### src/rtl/fp_cmp_pkg.sv
// fp_cmp_pkg: shared types and constants for the floating-point comparator
// and its consumers.
//   compare      : result of comparing operand A against operand B
//   EXP_ALL_ONES : exponent field value marking NaN / Infinity
//   FP_ZERO      : all-zero single-precision bit pattern (+0.0)
package fp_cmp_pkg;

  typedef enum logic [1:0] {
    A_GREATER_THAN_B,
    A_LESS_THAN_B,
    A_EQUALS_B,
    INVALID_INPUTS
  } compare;

  localparam logic [7:0]  EXP_ALL_ONES = 8'hFF;
  localparam logic [31:0] FP_ZERO      = 32'h0;

  // NaN and Infinity both carry an all-ones exponent.
  function automatic logic is_nonfinite(input logic [31:0] x);
    return (x[30:23] == EXP_ALL_ONES);
  endfunction

  // Maps an IEEE-754 bit pattern onto an unsigned key whose ordering
  // matches numeric ordering. Negatives are bit-inverted so a larger
  // magnitude sorts lower; positives get the top bit set so they sort
  // above every negative.
  function automatic logic [31:0] ord_key(input logic [31:0] x);
    return x[31] ? ~x : {1'b1, x[30:0]};
  endfunction

endpackage

### src/rtl/fp_comparator.sv
// fp_comparator: combinational single-precision comparison of A against B.
// Ports:
//   a_i      : operand A (IEEE-754 single, raw bits)
//   b_i      : operand B (IEEE-754 single, raw bits)
//   result_o : INVALID_INPUTS if either operand is NaN/Inf, otherwise the
//              ordering of A relative to B; +0 and -0 compare equal.
module fp_comparator
  import fp_cmp_pkg::*;
(
  input  logic [31:0] a_i,
  input  logic [31:0] b_i,
  output compare      result_o
);

  logic [31:0] key_a;
  logic [31:0] key_b;
  logic        both_zero;

  assign key_a     = ord_key(a_i);
  assign key_b     = ord_key(b_i);
  // Signed zeros map to different keys, so they are caught explicitly.
  assign both_zero = (a_i[30:0] == 31'h0) && (b_i[30:0] == 31'h0);

  always_comb begin
    result_o = A_EQUALS_B;
    if (is_nonfinite(a_i) || is_nonfinite(b_i)) begin
      result_o = INVALID_INPUTS;
    end else if (both_zero) begin
      result_o = A_EQUALS_B;
    end else if (key_a > key_b) begin
      result_o = A_GREATER_THAN_B;
    end else if (key_a < key_b) begin
      result_o = A_LESS_THAN_B;
    end
  end

endmodule

### src/rtl/fp_minmax_tracker.sv
// fp_minmax_tracker: per-frame running min/max of a single-precision stream.
// Ports:
//   clk, rst          : clock, asynchronous active-high reset
//   in_valid/in_ready : sample stream handshake
//   in_data, in_last  : sample bits, end-of-frame marker
//   out_valid/out_ready : frame result handshake
//   out_min, out_max  : smallest / largest finite sample (0 if none)
//   out_count         : finite sample count (saturating)
//   out_invalid_count : NaN/Inf sample count (saturating)
//   out_empty         : frame held no finite sample
module fp_minmax_tracker
  import fp_cmp_pkg::*;
#(
  parameter int CNT_W = 16
) (
  input  logic             clk,
  input  logic             rst,
  input  logic             in_valid,
  output logic             in_ready,
  input  logic [31:0]      in_data,
  input  logic             in_last,
  output logic             out_valid,
  input  logic             out_ready,
  output logic [31:0]      out_min,
  output logic [31:0]      out_max,
  output logic [CNT_W-1:0] out_count,
  output logic [CNT_W-1:0] out_invalid_count,
  output logic             out_empty
);

  typedef enum logic {ACCUM, DONE} state_t;

  localparam logic [CNT_W-1:0] CNT_ONE = {{(CNT_W-1){1'b0}}, 1'b1};

  state_t           state_q, state_d;
  logic [31:0]      cur_min_q, cur_min_d;
  logic [31:0]      cur_max_q, cur_max_d;
  logic             have_first_q, have_first_d;
  logic [CNT_W-1:0] cnt_q, cnt_d;
  logic [CNT_W-1:0] inv_q, inv_d;

  compare cmp_lo_res;
  compare cmp_hi_res;
  logic   accept;

  fp_comparator u_cmp_lo (
    .a_i      (in_data),
    .b_i      (cur_min_q),
    .result_o (cmp_lo_res)
  );

  fp_comparator u_cmp_hi (
    .a_i      (in_data),
    .b_i      (cur_max_q),
    .result_o (cmp_hi_res)
  );

  assign in_ready  = (state_q == ACCUM);
  assign out_valid = (state_q == DONE);
  assign accept    = in_valid && in_ready;

  always_comb begin
    state_d      = state_q;
    cur_min_d    = cur_min_q;
    cur_max_d    = cur_max_q;
    have_first_d = have_first_q;
    cnt_d        = cnt_q;
    inv_d        = inv_q;
    case (state_q)
      ACCUM: begin
        if (accept) begin
          if (is_nonfinite(in_data)) begin
            inv_d = (inv_q == '1) ? inv_q : inv_q + CNT_ONE;
          end else begin
            if (!have_first_q) begin
              cur_min_d    = in_data;
              cur_max_d    = in_data;
              have_first_d = 1'b1;
            end else begin
              // Equal compares keep the stored pattern (first-seen wins).
              if (cmp_lo_res == A_LESS_THAN_B)    cur_min_d = in_data;
              if (cmp_hi_res == A_GREATER_THAN_B) cur_max_d = in_data;
            end
            cnt_d = (cnt_q == '1) ? cnt_q : cnt_q + CNT_ONE;
          end
          if (in_last) state_d = DONE;
        end
      end
      DONE: begin
        if (out_ready) begin
          state_d      = ACCUM;
          cur_min_d    = FP_ZERO;
          cur_max_d    = FP_ZERO;
          have_first_d = 1'b0;
          cnt_d        = '0;
          inv_d        = '0;
        end
      end
      default: state_d = ACCUM;
    endcase
  end

  always_ff @(posedge clk or posedge rst) begin
    if (rst) begin
      state_q      <= ACCUM;
      cur_min_q    <= FP_ZERO;
      cur_max_q    <= FP_ZERO;
      have_first_q <= 1'b0;
      cnt_q        <= '0;
      inv_q        <= '0;
    end else begin
      state_q      <= state_d;
      cur_min_q    <= cur_min_d;
      cur_max_q    <= cur_max_d;
      have_first_q <= have_first_d;
      cnt_q        <= cnt_d;
      inv_q        <= inv_d;
    end
  end

  // Results are only presented in DONE; elsewhere every output reads zero.
  assign out_min           = (out_valid && have_first_q) ? cur_min_q : FP_ZERO;
  assign out_max           = (out_valid && have_first_q) ? cur_max_q : FP_ZERO;
  assign out_count         = out_valid ? cnt_q : '0;
  assign out_invalid_count = out_valid ? inv_q : '0;
  assign out_empty         = out_valid && !have_first_q;

endmodule
### config.mk
export PLATFORM = sky130hd
export DESIGN_NAME = fp_minmax_tracker
export DESIGN_NICKNAME = d
export VERILOG_FILES = /design/src/rtl/fp_cmp_pkg.sv /design/src/rtl/fp_comparator.sv /design/src/rtl/fp_minmax_tracker.sv
export SDC_FILE = /design/constraint.sdc
export NUM_CORES = 1
export LEC_CHECK = 0
export CORE_ASPECT_RATIO = 0.7
export CORE_UTILIZATION = 40
export DETAILED_ROUTE_END_ITERATION = 7
export PLACE_DENSITY = 0.66
export SLEW_MARGIN = 20
export SYNTH_ARGS = -nofsm -noshare
export SYNTH_HDL_FRONTEND = slang
export SYNTH_SLANG_ARGS = --single-unit
### constraint.sdc
create_clock -name clk -period 3.6 [get_ports clk]
set_clock_uncertainty 0.2 [all_clocks]
set_input_delay 0.36 -clock clk [delete_from_list [all_inputs] [get_ports clk]]
set_output_delay 0.36 -clock clk [all_outputs]
set_load 0.05 [all_outputs]
### Word-level counts from Yosys, hierarchy flattened

Index checks and enable logic that the tools add are counted.

| storage, ports and cells | value |
|---|---|
| bits of input ports | 37 |
| output and inout port bits | 99 |
| bits in registers | 98 |
| logic and storage cells | 90 |

| operators by class | value |
|---|---|
| $lt $le $gt $ge | 4 |
| reduce and logical (&&, ||, !) cells | 17 |
| mux-type cells | 43 |
| add/sub/neg operators | 2 |
| bitwise gates (word level) | 4 |
| equality and inequality tests | 14 |

Operators by type and width:

| operator | count |
|---|---|
| $mux W32 | 14 |
| $mux W16 | 9 |
| $pmux W32 S2 | 2 |
| $not A32 Y32 | 3 |
| $logic_not A31 Y1 | 3 |
| $gt A32 B32 Y1 | 2 |
| $lt A32 B32 Y1 | 2 |
| $pmux W16 S2 | 2 |
| $add A16 B1 Y16 const B | 2 |
| $eq A16 B16 Y1 const B | 2 |
| $eq A8 B8 Y1 const B | 3 |
| $mux W2 | 8 |
| $reduce_and A4 Y1 | 4 |
| $ne A2 B2 Y1 const B | 4 |
| $mux W1 | 6 |
| $ne A3 B2 Y1 const B | 2 |
| $logic_and A1 B1 Y1 | 5 |
| $ne A2 B1 Y1 const B | 2 |
| $pmux W1 S2 | 2 |
| $reduce_and A3 Y1 | 1 |
| $eq A2 B1 Y1 const B | 1 |
| $logic_not A2 Y1 | 1 |
| $logic_or A1 B1 Y1 | 2 |
| $logic_not A1 Y1 | 1 |
| $not A1 Y1 | 1 |

### Depth between registers and ports, before layout

| logic depth | value |
|---|---|
| word-level depth | 13 |
| depth in mapped cells | 12 |
| gate-level depth less buffers | 9 |

### Hierarchy

Synthesis repeated with hierarchy kept, for this count alone.

| second synthesis, totals | value |
|---|---|
| cells, all modules | 871 |
| area total of the unflattened synthesis | 8232.9 sq um |

Modules (own cells, without submodules):

| module | cells each | times used | sequential area each (sq um) | area each (sq um) |
|---|---|---|---|---|
| fp_minmax_tracker | 507 | 1 | 2452.4 | 5352.6 |
| fp_comparator | 182 | 2 | 0.0 | 1440.1 |

### Least setup slack after synthesis

Ideal clock, no wire load.

| timing | value |
|---|---|
| kind | input to register |
| start | in in_data[31] |
| end | reg cur_min_q[0] |
| slack | 149 ps |
| stages | 12 |
| data required time | 3275 ps |
| data arrival time | 3126 ps |
| path buffers | 3 |
| path through | clkbuf_1 > clkbuf_1 > xor2_1 > ha_1 > a211oi_1 > nor2_1 > or4_1 > nor3_1 > o2111ai_1 > nand3_4 > buf_12 > mux2_4 |

| between the ends | value |
|---|---|
| longest elaborated chain between the ends | 10 |

RTL lines:

| element | RTL line | RTL |
|---|---|---|
| start, declared | fp_minmax_tracker.sv:20 | `input logic [31:0] in_data,` |
| $not A32 Y32 | fp_cmp_pkg.sv:28 | `return x[31] ? ~x : {1'b1, x[30:0]};` |
| $mux W32 * | fp_cmp_pkg.sv:28 |  |
| $lt A32 B32 Y1 | fp_comparator.sv:32 | `end else if (key_a < key_b) begin` |
| $mux W2 | fp_comparator.sv:32 |  |
| $mux W2 * | fp_comparator.sv:30 | `end else if (key_a > key_b) begin` |
| $mux W2 * | fp_comparator.sv:28 | `end else if (both_zero) begin` |
| $mux W2 * | fp_comparator.sv:26 | `if (is_nonfinite(a_i) \|\| is_nonfinite(b_i)) begin` |
| $eq A2 B1 Y1 * | fp_minmax_tracker.sv:81 | `if (cmp_lo_res == A_LESS_THAN_B) cur_min_d = in_data;` |
| $ne A3 B2 Y1 (no line) * | -- |  |
| $reduce_and A4 Y1 (no line) * | -- |  |
| end signal, assigned | fp_minmax_tracker.sv:113 | `cur_min_q <= cur_min_d;` |
| end, declared | fp_minmax_tracker.sv:36 | `logic [31:0] cur_min_q, cur_min_d;` |

Every way passes the cells marked *; elsewhere a longest branch is shown, timed or not.
A chain may end at the register's enable or synchronous reset.

### Worst setup path in the final report

| timing | value |
|---|---|
| start | in in_data[29] |
| end | reg cur_min_q[21] |

| between the ends | value |
|---|---|
| longest elaborated chain between the ends | 10 |

RTL lines:

| element | RTL line |
|---|---|
| $not A32 Y32 | fp_cmp_pkg.sv:28 |
| $mux W32 | fp_cmp_pkg.sv:28 |
| $lt A32 B32 Y1 | fp_comparator.sv:32 |
| $mux W2 | fp_comparator.sv:32 |
| $mux W2 | fp_comparator.sv:30 |
| $mux W2 | fp_comparator.sv:28 |
| $mux W2 | fp_comparator.sv:26 |
| $eq A2 B1 Y1 | fp_minmax_tracker.sv:81 |
| $ne A3 B2 Y1 (no line) | -- |
| $reduce_and A4 Y1 (no line) * | -- |

Marked as above.

==> key figures <==
Timing
  – Setup TNS: 0 ns
  – Worst-Margin Slew: 0.744 ns
  – Final setup viols: 0
  – PnR worst setup slack: 0.225 ns
  – Final Hold Viols: 0
  – Fin. max-slew vios: 0
  – Fin crit share: 0.937
  – Final Hold Slack: 0.250 ns
  – Rel. slew slack: 0.504
  – RSZ-0062 raised after global routing: false
  – Tmin final: 3.37 ns
  – Fmax: 0.296 GHz

Clock tree
  – # resized after CTS: 0
  – Clock sinks: 98
  – Buffer count from post-CTS setup fixing: 0
  – Worst-Skew Late Latency: 0.36 ns
  – CTS tree: built
  – Root Driver: clkbuf_16
  – CTS max path bufs: 2
  – CTS clk-pin slew, worst paths: 0.07 ns
  – Num CTS Buffers: 9
  – Hold-fix buffers, CTS: 0
  – CTS H-tree lvls: 3

Routing
  – First drt pass iteration count: 7
  – Routed wire length: 20700 um
  – Via/cell ratio: 5.39
  – Final ANT Viol Nets: 0
  – Iter 0 DRT Violations: 417
  – Wire per inst: 18.2 um
  – Drt drc: 6
  – Vias: 6127

Floorplanning
  – Row cnt: 41
  – Vert. Die Dim: 117 um
  – Die width: 166 um
  – Initial core utilization: 0.414
  – Core box area: 18200 sq um
  – Num ports: 136
  – Die area: 19400 sq um

Logic synthesis
  – Post-synth design cell area: 7530 sq um
  – Post-synth cell types: 42
  – Flops & latches, synth: 98
  – Synthesis Warnings: 0
  – Syn_nets: 872
  – Seq/Total Area, Yosys: 0.326
  – Primary FF master, synth: dfrtp_1
  – Synthesized area per cell: 9.80 sq um
  – Post-synth ARST share: 1.00
  – Post-synth EDFFs: 0
  – Post-Syn Instances: 769

Placement
  – Dpl hpwl: 16000 um
  – Dpl cell area: 9230 sq um
  – Placed Cells incl. Taps: 1120
  – Worst slack, placed: -0.0305 ns
  – Gp weighted congestion: 0.848
  – Input/output buffers: 135

Setup path
  – CP Capture Type: flop
  – Critical Path Source Type: input pin
  – Worst EP arrival: 3.41 ns
  – Worst Path Required: 3.64 ns
  – Critical-path cell list: clkdlybuf4s50_1 > xor2_1 > ha_1 > a211oi_1 > nor2_1 > or4_1 > nor3_1 > o2111ai_1 > nand3_4 > buf_12 > mux2_4
  – Max Fanout on Critical Path: 16
  – Max stage delay cell, worst path: clkdlybuf4s50_1
  – Max stage delay on crit path: 0.51 ns
  – Setup CP Type: in2reg

Finish
  – P&R area growth vs syn: 26.1%
  – Finished Layout Cells: 1136
  – Fraction of layout cells with a size suffix above 1: 0.0844
  – Final core utilization: 0.522
  – NumNets Final: 998
  – Antenna Cells: 0
  – Filler cell count: 1664
  – Post-route cell area: 9500 sq um

Status
  – Failing checks: design-rule violations
  – Status: complete, but fails checks

GRT
  – Total Routing Usage GR: 0.219
  – Initial antenna violation count: 0
  – Largest net degree at the start of global routing: 53
  – Residual overflow from global routing: 0
  – Vias in the first global route: 5844
  – First-pass GRT wire length: 32800 um

Power
  – Leakage: 4.20 nW
  – Overall power: 7.18 mW
  – PD cells: 756 nW/um^2
  – Peak supply drop: 0.309 mV

Flow run
  – MaxCap Viol Count: 0

Min path
  – Hold WC Path Type: in2async
critical path: cells and delay by family:
kind / cells / cell delay (ns)
and+or+nand+nor: 4 / 1.03
buffers and inverters: 2 / 0.71
AOI/OAI and AO/OA: 2 / 0.50
muxes: 1 / 0.31
adders and majority gates: 1 / 0.28
xor gates and xnor gates: 1 / 0.21
cell families after synthesis:
logic type / count (synthesis) / synth area share
adders and majority gates: 66 / 0.110
xor gates and xnor gates: 115 / 0.134
buffers and inverters: 51 / 0.0324
DFF: 98 / 0.326
AOI/OAI and AO/OA: 76 / 0.0610
and+or+nand+nor: 298 / 0.226
muxes: 65 / 0.112
cell usage in the layout, fill, tap and decap left out, types with 4 or more instances in the layout:
cell type        synthesis  routed
and3_1                  67      67
o21ai_0                 17      17
ha_1                    66      66
o211ai_1                 4       4
mux2_1                  34      34
buf_4                    0      16
xor2_1                  48      48
clkdlybuf4s50_1          0     134
nand2_1                 24      24
mux2_4                  30      30
and4_1                   7       7
buf_12                   3       7
a21o_1                   6       6
clkbuf_16                0       9
or3_1                    6       6
nand4_1                 31      31
nor2_1                  40      39
inv_1                    8       7
nand3_1                 20      20
dfrtp_1                 98      97
nor4_1                  24      24
nor2b_1                 35      35
a21oi_1                 32      32
nor3_1                   7       7
a211oi_1                 4       4
xnor2_1                 67      67
and2_1                  34      34
registers in the layout, indices dropped and copies added (netlist names):
signal        count
have_first_q      1
inv_q            16
cnt_q            16
out_valid         1
cur_min_q        32
cur_max_q        32
synthesized netlist by cell type (17+ instances only):
library cell / instances / area (sq um)
a21oi_1: 32 / 160
and2_1: 34 / 213
and3_1: 67 / 419
clkbuf_1: 31 / 116
dfrtp_1: 98 / 2450
ha_1: 66 / 826
mux2_1: 34 / 383
mux2_4: 30 / 450
nand2_1: 24 / 90.1
nand3_1: 20 / 100
nand4_1: 31 / 194
nor2_1: 40 / 150
nor2b_1: 35 / 219
nor4_1: 24 / 150
o21ai_0: 17 / 85.1
xnor2_1: 67 / 587
xor2_1: 48 / 420
power by group:
part           internal (mW)  switching (mW)
clock                  0.470           0.435
sequential              1.46           0.566
combinational           2.07            2.18
total                   4.00            3.18
layer usage:
metal | track usage | part of all wire | routed length, um
met5 | 0 | 0 | 0
met4 | 0.0386 | 0.0061 | 127
met3 | 0.0414 | 0.055 | 1140
met2 | 0.321 | 0.41 | 8520
met1 | 0.334 | 0.53 | 10900
worst paths after layout:
kind	startpoint	endpoint	slack [ns]	depth (start not counted)
setup / recovery	in_data[29]	cur_min_q[21]$_DFFE_PP0P_	0.23	11
hold reg to reg	inv_q[9]$_DFFE_PP0P_	inv_q[9]$_DFFE_PP0P_	0.36	2
min in group clk	inv_q[9]$_DFFE_PP0P_	inv_q[9]$_DFFE_PP0P_	0.36	2
setup reg to reg	cur_min_q[31]$_DFFE_PP0P_	cur_min_q[21]$_DFFE_PP0P_	0.29	10
max in group asynchronous	rst	cnt_q[0]$_DFFE_PP0P_	2.19	3
hold / removal	rst	inv_q[5]$_DFFE_PP0P_	0.25	2
cell type report:
type	instances	area (sq um)	area share
Inverter	8	32.5	0.00342
Clock inverter	6	42.5	0.00448
Sequential cell	98	2460	0.258
Multi-Input combinational cell	620	4840	0.509
Timing Repair Buffer	158	1610	0.169
Tap cell	236	295	0.0311
Clock buffer	10	229	0.0241
Note: power is estimated with default switching activity, not from simulation.
